## config.mk

```make
export PLATFORM = sky130hd
export DESIGN_NAME = gpi_debouncer
export DESIGN_NICKNAME = d
export VERILOG_FILES = /design/src/rtl/gpi_debouncer.sv
export SDC_FILE = /design/constraint.sdc
export NUM_CORES = 1
export LEC_CHECK = 0
export ABC_CLOCK_PERIOD_IN_PS = 1960
export CAP_MARGIN = 40
export CORE_MARGIN = 3
export CORE_UTILIZATION = 40
export DETAILED_ROUTE_END_ITERATION = 7
export SYNTH_ARGS = -nofsm -noshare
export SYNTH_HDL_FRONTEND = slang
export SYNTH_SLANG_ARGS = --single-unit
```

## constraint.sdc

```tcl
create_clock -name clk_sys_i -period 1.96 [get_ports clk_sys_i]
set_input_delay 0.196 -clock clk_sys_i [delete_from_list [all_inputs] [get_ports clk_sys_i]]
set_output_delay 0.196 -clock clk_sys_i [all_outputs]
set_load 0.01 [all_outputs]
```

## src/rtl/gpi_debouncer.sv

```systemverilog
// gpi_debouncer
//
// Conditions the board's switches and strap pins before they reach the
// system GPI port. Each pad is synchronised, polarity-corrected so that
// 1 always means "active", and debounced by its own stability counter.
// One-cycle rise/fall pulses mark accepted level changes. A strap snapshot
// is latched once every channel has been quiet for DebounceCycles cycles
// after reset, and it can be re-armed at any time.
//
// Ports
//   clk_sys_i      system clock (single domain)
//   rst_sys_ni     synchronous, active-low reset
//   raw_i          asynchronous pad inputs
//   strap_rearm_i  single-cycle request to re-capture the strap snapshot
//   level_o        debounced, polarity-corrected level
//   rise_o         one-cycle pulse on each 0->1 change of level_o
//   fall_o         one-cycle pulse on each 1->0 change of level_o
//   strap_o        latched snapshot of level_o
//   strap_valid_o  strap_o holds a settled capture
module gpi_debouncer #(
  parameter int unsigned      Width          = 13,
  parameter int unsigned      SyncStages     = 2,
  parameter int unsigned      DebounceCycles = 30000,
  parameter logic [Width-1:0] InvertMask     = {Width{1'b1}}
) (
  input  logic             clk_sys_i,
  input  logic             rst_sys_ni,
  input  logic [Width-1:0] raw_i,
  input  logic             strap_rearm_i,
  output logic [Width-1:0] level_o,
  output logic [Width-1:0] rise_o,
  output logic [Width-1:0] fall_o,
  output logic [Width-1:0] strap_o,
  output logic             strap_valid_o
);

  localparam int unsigned     CntW      = $clog2(DebounceCycles + 1);
  localparam int unsigned     PrimeW    = $clog2(SyncStages + 1);
  localparam logic [CntW-1:0] CntLast   = CntW'(DebounceCycles - 1);
  localparam logic [PrimeW-1:0] PrimeLast = PrimeW'(SyncStages - 1);

  // ---------------------------------------------------------------------------
  // Synchroniser. Stages reset to InvertMask so that an idle pull-up pad
  // (which reads high) looks inactive straight out of reset.
  // ---------------------------------------------------------------------------
  logic [SyncStages-1:0][Width-1:0] sync_reg;
  logic [Width-1:0]                 synced;

  always_ff @(posedge clk_sys_i) begin
    if (!rst_sys_ni) begin
      sync_reg <= {SyncStages{InvertMask}};
    end else begin
      sync_reg <= {sync_reg[SyncStages-2:0], raw_i};
    end
  end

  assign synced = sync_reg[SyncStages-1] ^ InvertMask;

  // ---------------------------------------------------------------------------
  // Per-channel debounce
  // ---------------------------------------------------------------------------
  logic [Width-1:0] level_reg, level_next;
  logic [Width-1:0] rise_reg, rise_next;
  logic [Width-1:0] fall_reg, fall_next;

  for (genvar gi = 0; gi < Width; gi++) begin : g_chan
    logic [CntW-1:0] cnt_reg;
    logic            differ;
    logic            expire;

    assign differ = synced[gi] ^ level_reg[gi];
    // The disagreement has now lasted DebounceCycles consecutive samples.
    assign expire = differ && (cnt_reg == CntLast);

    always_ff @(posedge clk_sys_i) begin
      if (!rst_sys_ni) begin
        cnt_reg <= '0;
      end else if (!differ || expire) begin
        cnt_reg <= '0;
      end else begin
        cnt_reg <= cnt_reg + CntW'(1);
      end
    end

    assign level_next[gi] = expire ? synced[gi] : level_reg[gi];
    assign rise_next[gi]  = expire &  synced[gi];
    assign fall_next[gi]  = expire & ~synced[gi];
  end

  always_ff @(posedge clk_sys_i) begin
    if (!rst_sys_ni) begin
      level_reg <= '0;
      rise_reg  <= '0;
      fall_reg  <= '0;
    end else begin
      level_reg <= level_next;
      rise_reg  <= rise_next;
      fall_reg  <= fall_next;
    end
  end

  // ---------------------------------------------------------------------------
  // Strap capture. PRIME waits for the synchroniser to fill with real pad
  // values; SETTLE waits for DebounceCycles quiet cycles before latching.
  // ---------------------------------------------------------------------------
  typedef enum logic [1:0] {
    ST_PRIME,
    ST_SETTLE,
    ST_CAPTURED
  } state_e;

  state_e              state_reg, state_next;
  logic [PrimeW-1:0]   prime_reg, prime_next;
  logic [CntW-1:0]     quiet_reg, quiet_next;
  logic [Width-1:0]    strap_reg, strap_next;
  logic                valid_reg, valid_next;
  logic                quiet;

  assign quiet = (synced == level_reg);

  always_ff @(posedge clk_sys_i) begin
    if (!rst_sys_ni) begin
      state_reg <= ST_PRIME;
      prime_reg <= '0;
      quiet_reg <= '0;
      strap_reg <= '0;
      valid_reg <= 1'b0;
    end else begin
      state_reg <= state_next;
      prime_reg <= prime_next;
      quiet_reg <= quiet_next;
      strap_reg <= strap_next;
      valid_reg <= valid_next;
    end
  end

  always_comb begin
    state_next = state_reg;
    prime_next = prime_reg;
    quiet_next = '0;          // cleared whenever we are not counting in SETTLE
    strap_next = strap_reg;
    valid_next = valid_reg;

    if (strap_rearm_i) begin
      // Re-arm overrides a capture that would happen this very cycle.
      state_next = ST_SETTLE;
      valid_next = 1'b0;
    end else begin
      case (state_reg)
        ST_PRIME: begin
          if (prime_reg == PrimeLast) begin
            state_next = ST_SETTLE;
            prime_next = '0;
          end else begin
            prime_next = prime_reg + PrimeW'(1);
          end
        end
        ST_SETTLE: begin
          if (!quiet) begin
            quiet_next = '0;
          end else if (quiet_reg == CntLast) begin
            strap_next = level_reg;
            valid_next = 1'b1;
            state_next = ST_CAPTURED;
          end else begin
            quiet_next = quiet_reg + CntW'(1);
          end
        end
        ST_CAPTURED: begin
          state_next = ST_CAPTURED;
        end
        default: begin
          state_next = ST_PRIME;
        end
      endcase
    end
  end

  assign level_o       = level_reg;
  assign rise_o        = rise_reg;
  assign fall_o        = fall_reg;
  assign strap_o       = strap_reg;
  assign strap_valid_o = valid_reg;

endmodule

```

Word level (Yosys, flattened, before mapping)
Cells that the tools add are included.
- input port bits: 16
- bits in registers: 293
- output and inout port bits: 53
- logic and storage cells: 198
- reductions and logical operators: 60
- add/sub/neg operators: 15
- multiplexer cells: 6
- bitwise operators: 57
- eq/ne operators: 24
- operator list (operator ; count):
    adder 15 x 1 -> 15 bit, second input constant ; 14
    equality test 15 bit, second input constant ; 14
    OR reduction 2 bit ; 14
    AND 1 bit ; 26
    inverter 1 bit ; 17
    equality test 13 bit ; 1
    logical AND 1 bit ; 13
    zero test 1 bit ; 13
    logical OR 1 bit ; 13
    inverter 13 bit ; 1
    XOR 1 bit ; 13
    != test 3 bit, second input constant ; 3
    AND reduction 3 bit ; 3
    2-to-1 mux 2 bit ; 4
    != test 2 bit, second input constant ; 3
    one-hot mux 2 bit (3 select lines) ; 1
    OR reduction 5 bit ; 1
    equality test 2 x 1 -> 1 bit, second input constant ; 2
    AND reduction 4 bit ; 1
    adder 2 x 1 -> 2 bit, second input constant ; 1
    equality test 2 bit, second input constant ; 1
    zero test 2 bit ; 1
    AND reduction 2 bit ; 1
    2-to-1 mux 1 bit ; 1

Longest topological paths before layout
Gate-level depths: netlist of the first run.
- depth in word-level cells: 5
- gate-level depth with buffers: 8
- mapped depth without buffers: 6

Worst setup path after synthesis of the first run
Ideal clock, no wire load.
- path type: register -> register
- from: reg g_chan[4].cnt_reg[0]
- to: reg g_chan[4].cnt_reg[10]
- cell stages (with the launch flop): 8
- arrival time: 1.940 ns
- library setup time: 0.117 ns
- path buffers: 1
- setup slack: -0.097 ns
- period minus slack after synthesis: 2.057 ns
- data required time: 1.843 ns
- cells stage by stage: dfxtp_1 -> ha_1 -> nand3_1 -> or4_1 -> nor4_1 -> nand3b_1 -> buf_2 -> nor2_1
- word-level cells in the longest chain between the ends: 4
- elaborated cells on any way between the ends: 5
- those cells by class: add/sub: 1; eq/ne: 1; reduce/logical: 3
- ends and longest elaborated chain (what ; line ; RTL):
    from (decl) ; 67 ; logic [CntW-1:0] cnt_reg;
    from (signal assigned) ; 81 ; cnt_reg <= cnt_reg + CntW'(1);
    parallel branches: the longest is 4 deep, another holds adder 15 x 1 -> 15 bit ; n/a ;
Parallel ways; which one is timed is not known.
A chain may end at the register's enable or synchronous reset.

Worst setup path after layout of the first run
- from: reg quiet_reg[6]
- to: reg strap_reg[9], in the netlist strap_o[9]
- word-level cells in the longest chain between the ends: 2
- ends and longest elaborated chain (what ; line ; RTL):
    from (decl) ; 114 ; logic [CntW-1:0] quiet_reg, quiet_next;
    from (signal assigned) ; 131 ; quiet_reg <= quiet_next;
    equality test 15 bit ; 161 ; end else if (quiet_reg == CntLast) begin
    AND reduction 4 bit (no line) ; n/a ;
    to (signal assigned) ; 132 ; strap_reg <= strap_next;
    to (decl) ; 115 ; logic [Width-1:0] strap_reg, strap_next;
Every way passes these cells.

==> impl_results.md, run 1 <==
- Synthesized netlist cell count: between 1000 and 1500
- Crit path cell chain: or4b_4 > nor4_4 > nand3b_1 > buf_6 > o31ai_1 > a21oi_1
- Final setup violating endpoints: 0
- Number of synthesized flops with an enable pin: 0
- Total vias in the final route: slightly below 9000
- Remaining design rule violation count: 0
- Share of synthesized area occupied by flip-flops and latches: 0.496
- Routed length per instance: 13.1 um
- NumNets Final: 1473
- Number of flip-flops in the largest register: approximately 200
- Minimum setup slack among reg-to-reg paths: about 0.11 ns
- Wire length of the first global-routing pass: about 40000 um
- Worst setup skew after layout: 0.0143 ns
- Design Area, Final: 0.0146 mm2
- Placed cell area: 0.0134 mm2
- Clock-pin transition on the worst setup and hold timing paths: approximately 0.060 ns
- Placeable core region: about 0.029 mm2
- Detailed Route WL: between 20000 and 25000 um
- Count of inserted antenna diode cells: 0
- Number of placement rows: 62
- Max Clk Rate: 541 MHz
- DIE AREA: between 0.03 and 0.04 mm2
- Worst reg2reg path endpoint: strap_o[9]$_SDFFE_PN0P_
- Worst endpoint data arrival time: around 2.2 ns
- Primary flip-flop cell chosen by synthesis mapping: dfxtp_1
- Transition at the pin with the smallest max-transition slack: approximately 0.45 ns
- Average via count per standard cell: ~4.8
- Normalized max-slew margin: 0.698
- Cell types with the largest area share after synthesis: dfxtp_1, nor2_1, xnor2_1, xor2_1, nand3_1
- Longest individual stage delay on the worst path: between 0.5 and 0.6 ns
- Initial DRT Pass Iterations: 5
- Number of global-route vias before repair: approximately 8500
- Max Cap Viol: 0
- Post-layout minimum cycle time: roughly 1.8 ns
- End point of the critical path: strap_o[9]$_SDFFE_PN0P_
- Final weighted congestion in routability-driven placement: 0.775
- Non-filler cells in the finished layout: about 1900
- Antenna violations before repair: 1
- Peak supply drop: between 0.5 and 0.6 mV
- Number of ports placed on the die boundary: a little under 70
- Run status: completed
- Number of register bits inferred by synthesis: between 200 and 300
- Drt first-iter violations: approximately 450
- Chip width: around 180 um
- Number of library cell types mapped by synthesis: 43
- Number of clock buffers inserted by TritonCTS: 34
- Cell at the slowest stage of the critical path: or4b_4
- Average footprint of a synthesized cell: around 9 um2
- Inst Count DP: between 1500 and 2000
- Number of H-tree levels: 2
- Warning count from the yosys run: 0
- Fillcell total: 2671
- Pin count of the biggest net entering global routing: 32
- Critical Path RT: 2.33 ns
- Power density cells: 868 mW/mm2
- Die Ht: 178 um
- Leakage power: 4.98 nW
- Share of Yosys cell area claimed by the top area cell type: 0.496
- Final critical-path share of the clock period: 0.942
- Area of the mapped netlist: ~0.012 mm2
- Post-CTS Setup Inserts: 0
- Max Buffers Root-to-Sink: 3
- Async set-or-reset flop fraction in the synthesized netlist: 0
- Source-to-sink clock delay at the later pin of the worst-skew pair: approximately 0.5 ns
- Final count of pins violating max slew: 0
- Critical path type: flip-flop to flip-flop
- Share of final-layout standard cells stronger than drive strength 1: 0.103
- Remaining antenna violation count: 0
- Timing startpoint of the critical path: quiet_reg[6]$_SDFF_PP0_
- Detailed placement HPWL: about 17000 um
- Source of the worst hold timing path: rst_sys_ni
- Syn nets: around 1300
- Class of the tightest hold or removal check: input pin to flip-flop
- Top cell types by occurrence after synthesis: dfxtp_1, nor2_1, xnor2_1, nand2_1, xor2_1
- Total grt overflow: 0
- All-layer global routing usage: 0.155
- TritonCTS clock tree: done
- Final number of hold-violating endpoints: 0
- Cell at the root of the clock tree: clkbuf_16
- Count of buffers from port buffering: 68
- Crit path capture type: flip-flop
- Sinks on Clock Net: 293
- Layout overhead on the synthesized area: 23.2%
- Total power consumption of the routed design: 0.0127 W
- FF-to-FF path depth: 6
- Most common cell in the netlist: dfxtp_1
- R2R Path Start: quiet_reg[6]$_SDFF_PP0_
- Worst-path fanout max: 9
- Leading area contributor after synthesis: dfxtp_1
- Kind of start point of the critical path: flip-flop
- Effective utilization at floorplan: 0.409
-- layout make-up --
| class | instances | area, um2 | share of cell area |
|---|---|---|---|
| clock buffer | 51 | 1030 | 0.0706 |
| timing repair buffer | 127 | 1190 | 0.0816 |
| clock inverter | 11 | 114 | 0.00782 |
| tap | 384 | 480 | 0.0330 |
| multi-input combinational | 955 | 5780 | 0.397 |
| sequential | 293 | 5870 | 0.403 |
| inverter | 29 | 109 | 0.00747 |
-- placed cells by master (no fill, tap or decap), drive strengths merged, types with 2 or more instances in the layout --
| cell type | count |
|---|---|
| dfxtp | 293 |
| or4 | 4 |
| clkinv | 7 |
| nand4bb | 6 |
| nand3b | 2 |
| inv | 30 |
| and2 | 7 |
| nor2 | 268 |
| o21ai | 2 |
| nor4bb | 2 |
| xor2 | 89 |
| bufinv | 2 |
| nand4 | 50 |
| nor2b | 5 |
| nor3 | 27 |
| buf | 60 |
| nor3b | 3 |
| and3 | 50 |
| a21oi | 27 |
| or2 | 18 |
| nor4b | 9 |
| clkdlybuf4s50 | 67 |
| and4 | 19 |
| ha | 17 |
| nand4b | 6 |
| mux2i | 4 |
| nand2b | 29 |
| xnor2 | 107 |
| nand3 | 84 |
| o31ai | 13 |
| mux2 | 2 |
| clkbuf | 51 |
| nand2 | 89 |
| nor4 | 9 |
-- routing by layer --
metal,up-vias,global-route usage,share of wire
met3,43,0.0329,0.046
met5,-,0,0
met1,4048,0.212,0.49
li1,4670,-,-
met4,0,0.0448,0.021
met2,135,0.248,0.44
-- worst min-delay path by stage --
stage | endpoint | cells past startpoint
after floorplan | sync_reg[0]$_SDFF_PN1_ | 1
after detailed placement | sync_reg[16]$_SDFF_PN1_ | 1
final | sync_reg[23]$_SDFF_PN1_ | 3
after global placement | sync_reg[15]$_SDFF_PN1_ | 1
after global routing | sync_reg[7]$_SDFF_PN1_ | 3
after CTS | sync_reg[23]$_SDFF_PN1_ | 3
-- critical path: cells and delay by family (launching register included) --
| kind | cells | cell delay [ns] |
|---|---|---|
| and+or+nand+nor | 3 | 0.91 |
| DFF | 1 | 0.33 |
| AOI/OAI and AO/OA | 2 | 0.30 |
| buffers and inverters | 1 | 0.17 |
-- what timing repair did --
item	CTS	global route
hold endpoints to repair	0	0
hold buffers	0	0
setup endpoints to repair	5	77
pin swaps	0	6
gates resized for setup	2	16
-- where the power goes --
group	switching [W]	internal (W)	total, W
Clock	0.00241	0.00391	0.00631
Combinational	0.000186	0.000128	0.000313
Sequential	0.0000276	0.00600	0.00602
-- stage by stage --
step | setup TNS (ns) | setup WS [ns] | utilization | hold slack (ns)
finish | 0 | 0.113 | 0.504 | 0.181
detailed placement | 0 | 0.0123 | 0.462 | 0.396
CTS | 0 | 0.0311 | 0.501 | 0.158
global placement | 0 | 0.0583 | 0.462 | 0.391
floorplan | 0 | 0.00576 | - | 0.297
global route | -0.0124 | -0.0119 | 0.504 | 0.182
-- cells by family (layout without fill, tap and decap cells) --
family | after synthesis | after routing | share of synthesized area
adder cells (fa/ha/maj) | 17 | 17 | 0.0180
flip-flops | 293 | 293 | 0.496
multiplexers | 6 | 6 | 0.00529
XOR/XNOR | 196 | 196 | 0.145
AO/OA/AOI/OAI | 45 | 45 | 0.0225
buffers and inverters | 65 | 218 | 0.0219
AND/OR/NAND/NOR | 691 | 691 | 0.291
Power figures use the tool's default switching activity.
==> run 2, diff against run 1 <==
- ABC_CLOCK_PERIOD_IN_PS: 1960 -> 1700
- CORE_ASPECT_RATIO: default -> 1.5
- clock period: 1.96 -> 1.7 ns (I/O delays scaled with it)
==> run 2 against run 1 <==
Net effect: maximum frequency increased by 0.53%; clock power is 0.8% lower; sequential power increased by 15%; the flow now finishes with violations (setup timing).
==> impl_results.md, run 2 (synthesis gave the netlist of run 1 again) <==
- Commonest non-fill, non-tap cell in the layout: dfxtp_1
- Run status: finished, violations left
- Most frequent cells in the layout: dfxtp_1, nor2_1, xnor2_1
- Total vias in the final route: between 9000 and 10000
- Worst endpoint data arrival time: around 2.3 ns
- Post-layout minimum cycle time: 1.84 ns
- Drt first-iter violations: 440
- Share of final-layout standard cells stronger than drive strength 1: 0.166
- Remaining design rule violation count: 0
- Final setup violating endpoints: 29
- DIE AREA: ~0.032 mm2
- Peak supply drop: between 0.7 and 0.8 mV
- Chip width: between 100 and 150 um
- Critical path type: flip-flop to flip-flop
- Max Cap Viol: 0
- Worst setup skew after layout: roughly 0.012 ns
- Violated checks: setup timing
- Initial DRT Pass Iterations: 4
- Worst Hold Slack: 0.0891 ns
- Normalized max-slew margin: 0.746
- Worst-path fanout max: 6
- Kind of start point of the critical path: flip-flop
- Fillcell total: roughly 2700
- RSZ-0062 raised after global routing: yes
- Antenna violations before repair: 0
- Average via count per standard cell: approximately 4.9
- Count of inserted antenna diode cells: 0
- Class of the tightest hold or removal check: input pin to flip-flop
- Total internal power: about 0.011 W
- Source-to-sink clock delay at the later pin of the worst-skew pair: 0.55 ns
- Count of buffers from port buffering: 68
- Design Area, Final: between 0.015 and 0.02 mm2
- Wire length of the first global-routing pass: approximately 43000 um
- Critical Path RT: 2.13 ns
- Pin count of the biggest net entering global routing: 21
- Max Clk Rate: ~540 MHz
- Number of H-tree levels: 1
- Number of global-route vias before repair: a little over 9000
- Share of total power in the clock network: 0.458
- Leakage power: around 5.4 nW
- Max Buffers Root-to-Sink: 3
- Power density cells: 901 mW/mm2
- Setup total negative slack: -2.64 ns
- Final weighted congestion in routability-driven placement: approximately 0.82
- Met2 routed wirelength: 12300 um
- Met1 layer wirelength in the final routing: approximately 11000 um
- Crit path cell chain: or4b_4 > nor4_4 > nand3b_1 > buf_6 > o31ai_4 > a21oi_1
- Effective utilization at floorplan: 0.409
- Power share of the combinational group: 0.034
- Number of clock buffers inserted by TritonCTS: 30
- Top Metal Used: met4
- Area taken by flip-flops and latches: 0.00589 mm2
- Total grt overflow: 0
- Number of placement rows: 76
- Met3 Wirelength: 1190 um
- Remaining antenna violation count: 0
- Transition at the pin with the smallest max-transition slack: approximately 0.38 ns
- Placeable core region: ~0.029 mm2
- Sinks on Clock Net: just under 300
- Layout overhead on the synthesized area: 28.1%
- Power spent charging and discharging nets: about 0.003 W
- Combined area of the multi-input logic cells: approximately 0.0061 mm2
- NumNets Final: between 1500 and 2000
- Cell at the slowest stage of the critical path: or4b_4
- Detailed placement HPWL: roughly 18000 um
- Number of ports placed on the die boundary: roughly 70
- Inst Count DP: between 1500 and 2000
- All-layer global routing usage: 0.158
- Number of flip-flops in the largest register: between 150 and 200
- Switch share: 0.215
- Placed cell area: between 0.01 and 0.015 mm2
- Clock-pin transition on the worst setup and hold timing paths: approximately 0.06 ns
- Routed length per instance: ~13 um
- Die Ht: around 220 um
- Relative contribution of sequential cells to total power: 0.508
- Longest individual stage delay on the worst path: 0.56 ns
- Cell at the root of the clock tree: clkbuf_16
- Worst setup slack after layout: -0.137 ns
- Final count of pins violating max slew: 0
- Non-filler cells in the finished layout: 1893
- Worst setup timing slack at the placement stage: -0.203 ns
- Crit path capture type: flip-flop
- Final number of hold-violating endpoints: 0
- TritonCTS clock tree: done
- Final critical-path share of the clock period: 1.08
- Detailed Route WL: around 25000 um
==> run 2: critical path: cells and delay by family, from the launching register on <==
| kind | cells | cell delay (ns) |
|---|---|---|
| flip-flops | 1 | 0.32 |
| buffers and inverters | 1 | 0.20 |
| AND/OR/NAND/NOR | 3 | 0.92 |
| AO/OA/AOI/OAI | 2 | 0.27 |
==> run 2: final timing paths <==
kind	slack, ns	cells after the start	start	end
worst min register to register	0.41	1	sync_reg[1]$_SDFF_PN1_	sync_reg[14]$_SDFF_PN1_
worst min-delay path	0.09	3	rst_sys_ni	sync_reg[12]$_SDFF_PN1_
worst max register to register	-0.14	6	quiet_reg[6]$_SDFF_PP0_	strap_o[11]$_SDFFE_PN0P_
worst max-delay path	-0.14	6	quiet_reg[6]$_SDFF_PP0_	strap_o[11]$_SDFFE_PN0P_
==> run 2: power groups by stage <==
stage / Clock, W / Combinational (W) / Sequential (W)
after floorplan: 0 / 0.000210 / 0.00709
after global placement: 0 / 0.000410 / 0.00709
after detailed placement: 0 / 0.000413 / 0.00709
after CTS: 0.00647 / 0.000432 / 0.00694
after global routing: 0.00674 / 0.000502 / 0.00694
final: 0.00626 / 0.000459 / 0.00694
==> run 2: metrics by stage <==
step | total power (W) | util
CTS | 0.0138 | 0.515
finish | 0.0137 | 0.524
floorplan | 0.00730 | -
global route | 0.0142 | 0.524
global placement | 0.00750 | 0.478
detailed placement | 0.00750 | 0.478
==> run 2: cell type report <==
| class | count | area share |
|---|---|---|
| multi-input cells | 955 | 0.403 |
| flip-flops and latches | 293 | 0.389 |
| repair buffers | 176 | 0.107 |
| clock buffers | 45 | 0.0593 |
| well taps | 390 | 0.0322 |
| inverters | 29 | 0.00719 |
| clock inverters | 5 | 0.00223 |
==> run 2: what timing repair did <==
action / 4_1_cts / 5_1_grt
cloned: 2 / 0
hold buffers: 0 / 0
gates resized for setup: 54 / 55
buffers inserted: 1 / 3
setup endpoints to repair: 78 / 124
pin swaps: 3 / 16
==> run 2: metal layers <==
layer	global-route usage	vias to the layer above
li1	-	4751
met1	0.196	4326
met2	0.273	151
met3	0.0295	49
met4	0.0599	0
met5	0	-
==> run 3, diff against run 2 <==
- CORE_UTILIZATION: 40 -> 55
- PLACE_DENSITY: default -> 0.74
==> run 3 against run 2 <==
Net effect: the run still ends with setup timing left; sequential share of layout area grew 0.14 points; highest routed layer unchanged; first-iteration DRC count fell by 1.4%; critical endpoint is now quiet_reg[13]$_SDFF_PP0_; clock power increased by 5.6%; non-clock buffer count fell by 4; total power grew 2.5%; global-route usage up 5.2 points.
==> impl_results.md, run 3 (synthesis gave the netlist of run 1 again) <==
- Worst setup slack after layout: -0.250 ns
- Effective utilization at floorplan: 0.561
- Worst reg2reg path endpoint: quiet_reg[13]$_SDFF_PP0_
- RSZ-0062 raised after global routing: yes
- Total grt overflow: 0
- Total vias in the final route: between 9000 and 10000
- Most frequent cells in the layout: dfxtp_1, nor2_1, xnor2_1
- Worst endpoint data arrival time: about 2.4 ns
- Normalized max-slew margin: 0.694
- Max Buffers Root-to-Sink: 3
- Final critical-path share of the clock period: 1.15
- Number of global-route vias before repair: 9207
- Minimum setup slack among reg-to-reg paths: -0.25 ns
- Remaining design rule violation count: 0
- Final setup violating endpoints: 29
- Clock-pin transition on the worst setup and hold timing paths: roughly 0.060 ns
- Max Clk Rate: 513 MHz
- Run status: finished, violations left
- Layout overhead on the synthesized area: 27.6%
- Source of the worst hold timing path: rst_sys_ni
- Detailed Route WL: ~26000 um
- Number of H-tree levels: 1
- DIE AREA: roughly 0.023 mm2
- Max Cap Viol: 0
- Violated checks: setup timing
- Routed length per instance: ~14 um
- Non-filler cells in the finished layout: approximately 1800
- Number of flip-flops in the largest register: a little under 200
- Combined area of the multi-input logic cells: ~0.0062 mm2
- Share of final-layout standard cells stronger than drive strength 1: 0.169
- Placed cell area: around 0.014 mm2
- NumNets Final: roughly 1500
- Number of placement rows: 65
- Count of buffers from port buffering: 68
- Average via count per standard cell: around 5.3
- End point of the critical path: quiet_reg[13]$_SDFF_PP0_
- Wire length of the first global-routing pass: 41900 um
- Worst-path fanout max: 8
- Peak supply drop: between 0.9 and 1 mV
- All-layer global routing usage: 0.210
- Cell at the root of the clock tree: clkbuf_16
- R2R Path Start: level_o[2]$_SDFFE_PN0P_
- Number of ports placed on the die boundary: 69
- Final count of pins violating max slew: 0
- Fillcell total: ~1600
- Post-layout minimum cycle time: around 2 ns
- Setup total negative slack: -5.65 ns
- Critical Path RT: 2.18 ns
- Remaining antenna violation count: 0
- Kind of start point of the critical path: flip-flop
- Power density cells: between 900 and 1000 mW/mm2
- Inst Count DP: 1711
- Final weighted congestion in routability-driven placement: just over 0.8
- Die Ht: approximately 190 um
- Critical path type: flip-flop to flip-flop
- Source-to-sink clock delay at the later pin of the worst-skew pair: 0.54 ns
- Initial DRT Pass Iterations: 4
- Final cell utilization of the core: 0.716
- Class of the tightest hold or removal check: input pin to flip-flop
- Drt first-iter violations: ~430
- Placeable core region: 0.0211 mm2
- Number of clock buffers inserted by TritonCTS: 28
- Commonest non-fill, non-tap cell in the layout: dfxtp_1
- TritonCTS clock tree: done
- Worst setup skew after layout: 0.00774 ns
- Area taken by flip-flops and latches: between 0.005 and 0.006 mm2
- Detailed placement HPWL: 17400 um
- FF-to-FF path depth: 7
- Chip width: roughly 130 um
- Crit path capture type: flip-flop
- Transition at the pin with the smallest max-transition slack: 0.453 ns
- Pin count of the biggest net entering global routing: 21
- Leakage power: approximately 5.4 nW
- Sinks on Clock Net: 293
- Final number of hold-violating endpoints: 0
- Worst Hold Slack: between 0.07 and 0.08 ns
- Antenna violations before repair: 0
- Design Area, Final: 0.0151 mm2
- Timing startpoint of the critical path: level_o[2]$_SDFFE_PN0P_
- Count of inserted antenna diode cells: 0
[run 3: cell types whose count changed in the layout (fill, tap and decap cells not counted), sizes merged]
cell           previous run  this run
buf                     109       105
bufinv                    0         4
clkbuf                   45        34
clkdlybuf4s50            40        46
clkinv                    3         6
clkinvlp                  1         7
dlygate4sd2              20        17
dlymetal6s2s              7         4
inv                      30        29
nand3                    84        85
[run 3: per-layer routing]
metal / wire length (um) / track usage / vias up / share of wire
li1: - / - / 4753 / -
met1: 10900 / 0.250 / 4442 / 0.43
met2: 13100 / 0.391 / 142 / 0.51
met3: 1050 / 0.0350 / 45 / 0.041
met4: 545 / 0.0582 / 0 / 0.021
met5: 0 / 0 / - / 0
[run 3: how the worst min path moves through the flow]
stage | end | slack (ns) | depth (start not counted)
CTS | sync_reg[4]$_SDFF_PN1_ | 0.07 | 3
global route | sync_reg[4]$_SDFF_PN1_ | 0.08 | 3
finish | sync_reg[4]$_SDFF_PN1_ | 0.08 | 3
global placement | sync_reg[19]$_SDFF_PN1_ | 0.39 | 1
detailed placement | sync_reg[20]$_SDFF_PN1_ | 0.40 | 1
floorplan | sync_reg[0]$_SDFF_PN1_ | 0.27 | 1
[run 3: power by group]
part / leakage, nW / internal [W] / switching [W] / total [W]
clock network: 0.475 / 0.00394 / 0.00267 / 0.00661
logic: 2.53 / 0.000191 / 0.000265 / 0.000457
registers: 2.37 / 0.00691 / 0.0000302 / 0.00694
[run 3: stage by stage]
| step | setup slack, ns | power, W |
|---|---|---|
| 4_1_cts | -0.140 | 0.0141 |
| 2_1_floorplan | -0.147 | 0.00730 |
| 5_1_grt | -0.318 | 0.0144 |
| 6_report | -0.250 | 0.0140 |
| 3_3_place_gp | -0.143 | 0.00749 |
| 3_5_place_dp | -0.191 | 0.00750 |
[run 3: timing repair]
| item | in CTS | in global routing |
|---|---|---|
| buffers inserted | 1 | 4 |
| hold buffers | 0 | 0 |
| setup endpoints to repair | 45 | 119 |
| cloned | 1 | 1 |
| pin swaps | 8 | 19 |
| gates resized for setup | 49 | 63 |
[run 3: layout make-up]
class / instances / share of cell area
multi-input cells: 956 / 0.409
flip-flops and latches: 293 / 0.390
inverters: 29 / 0.00722
clock inverters: 17 / 0.0137
repair buffers: 172 / 0.105
clock buffers: 34 / 0.0527
well taps: 268 / 0.0222
[run 3: critical path, cell delays in order (launching register included)]
cell	delay, ns
dfxtp_4	0.36
xnor2_4	0.15
nor4_2	0.31
buf_4	0.17
nand2_2	0.05
or4_4	0.57
buf_12	0.18
nor2_4	0.08
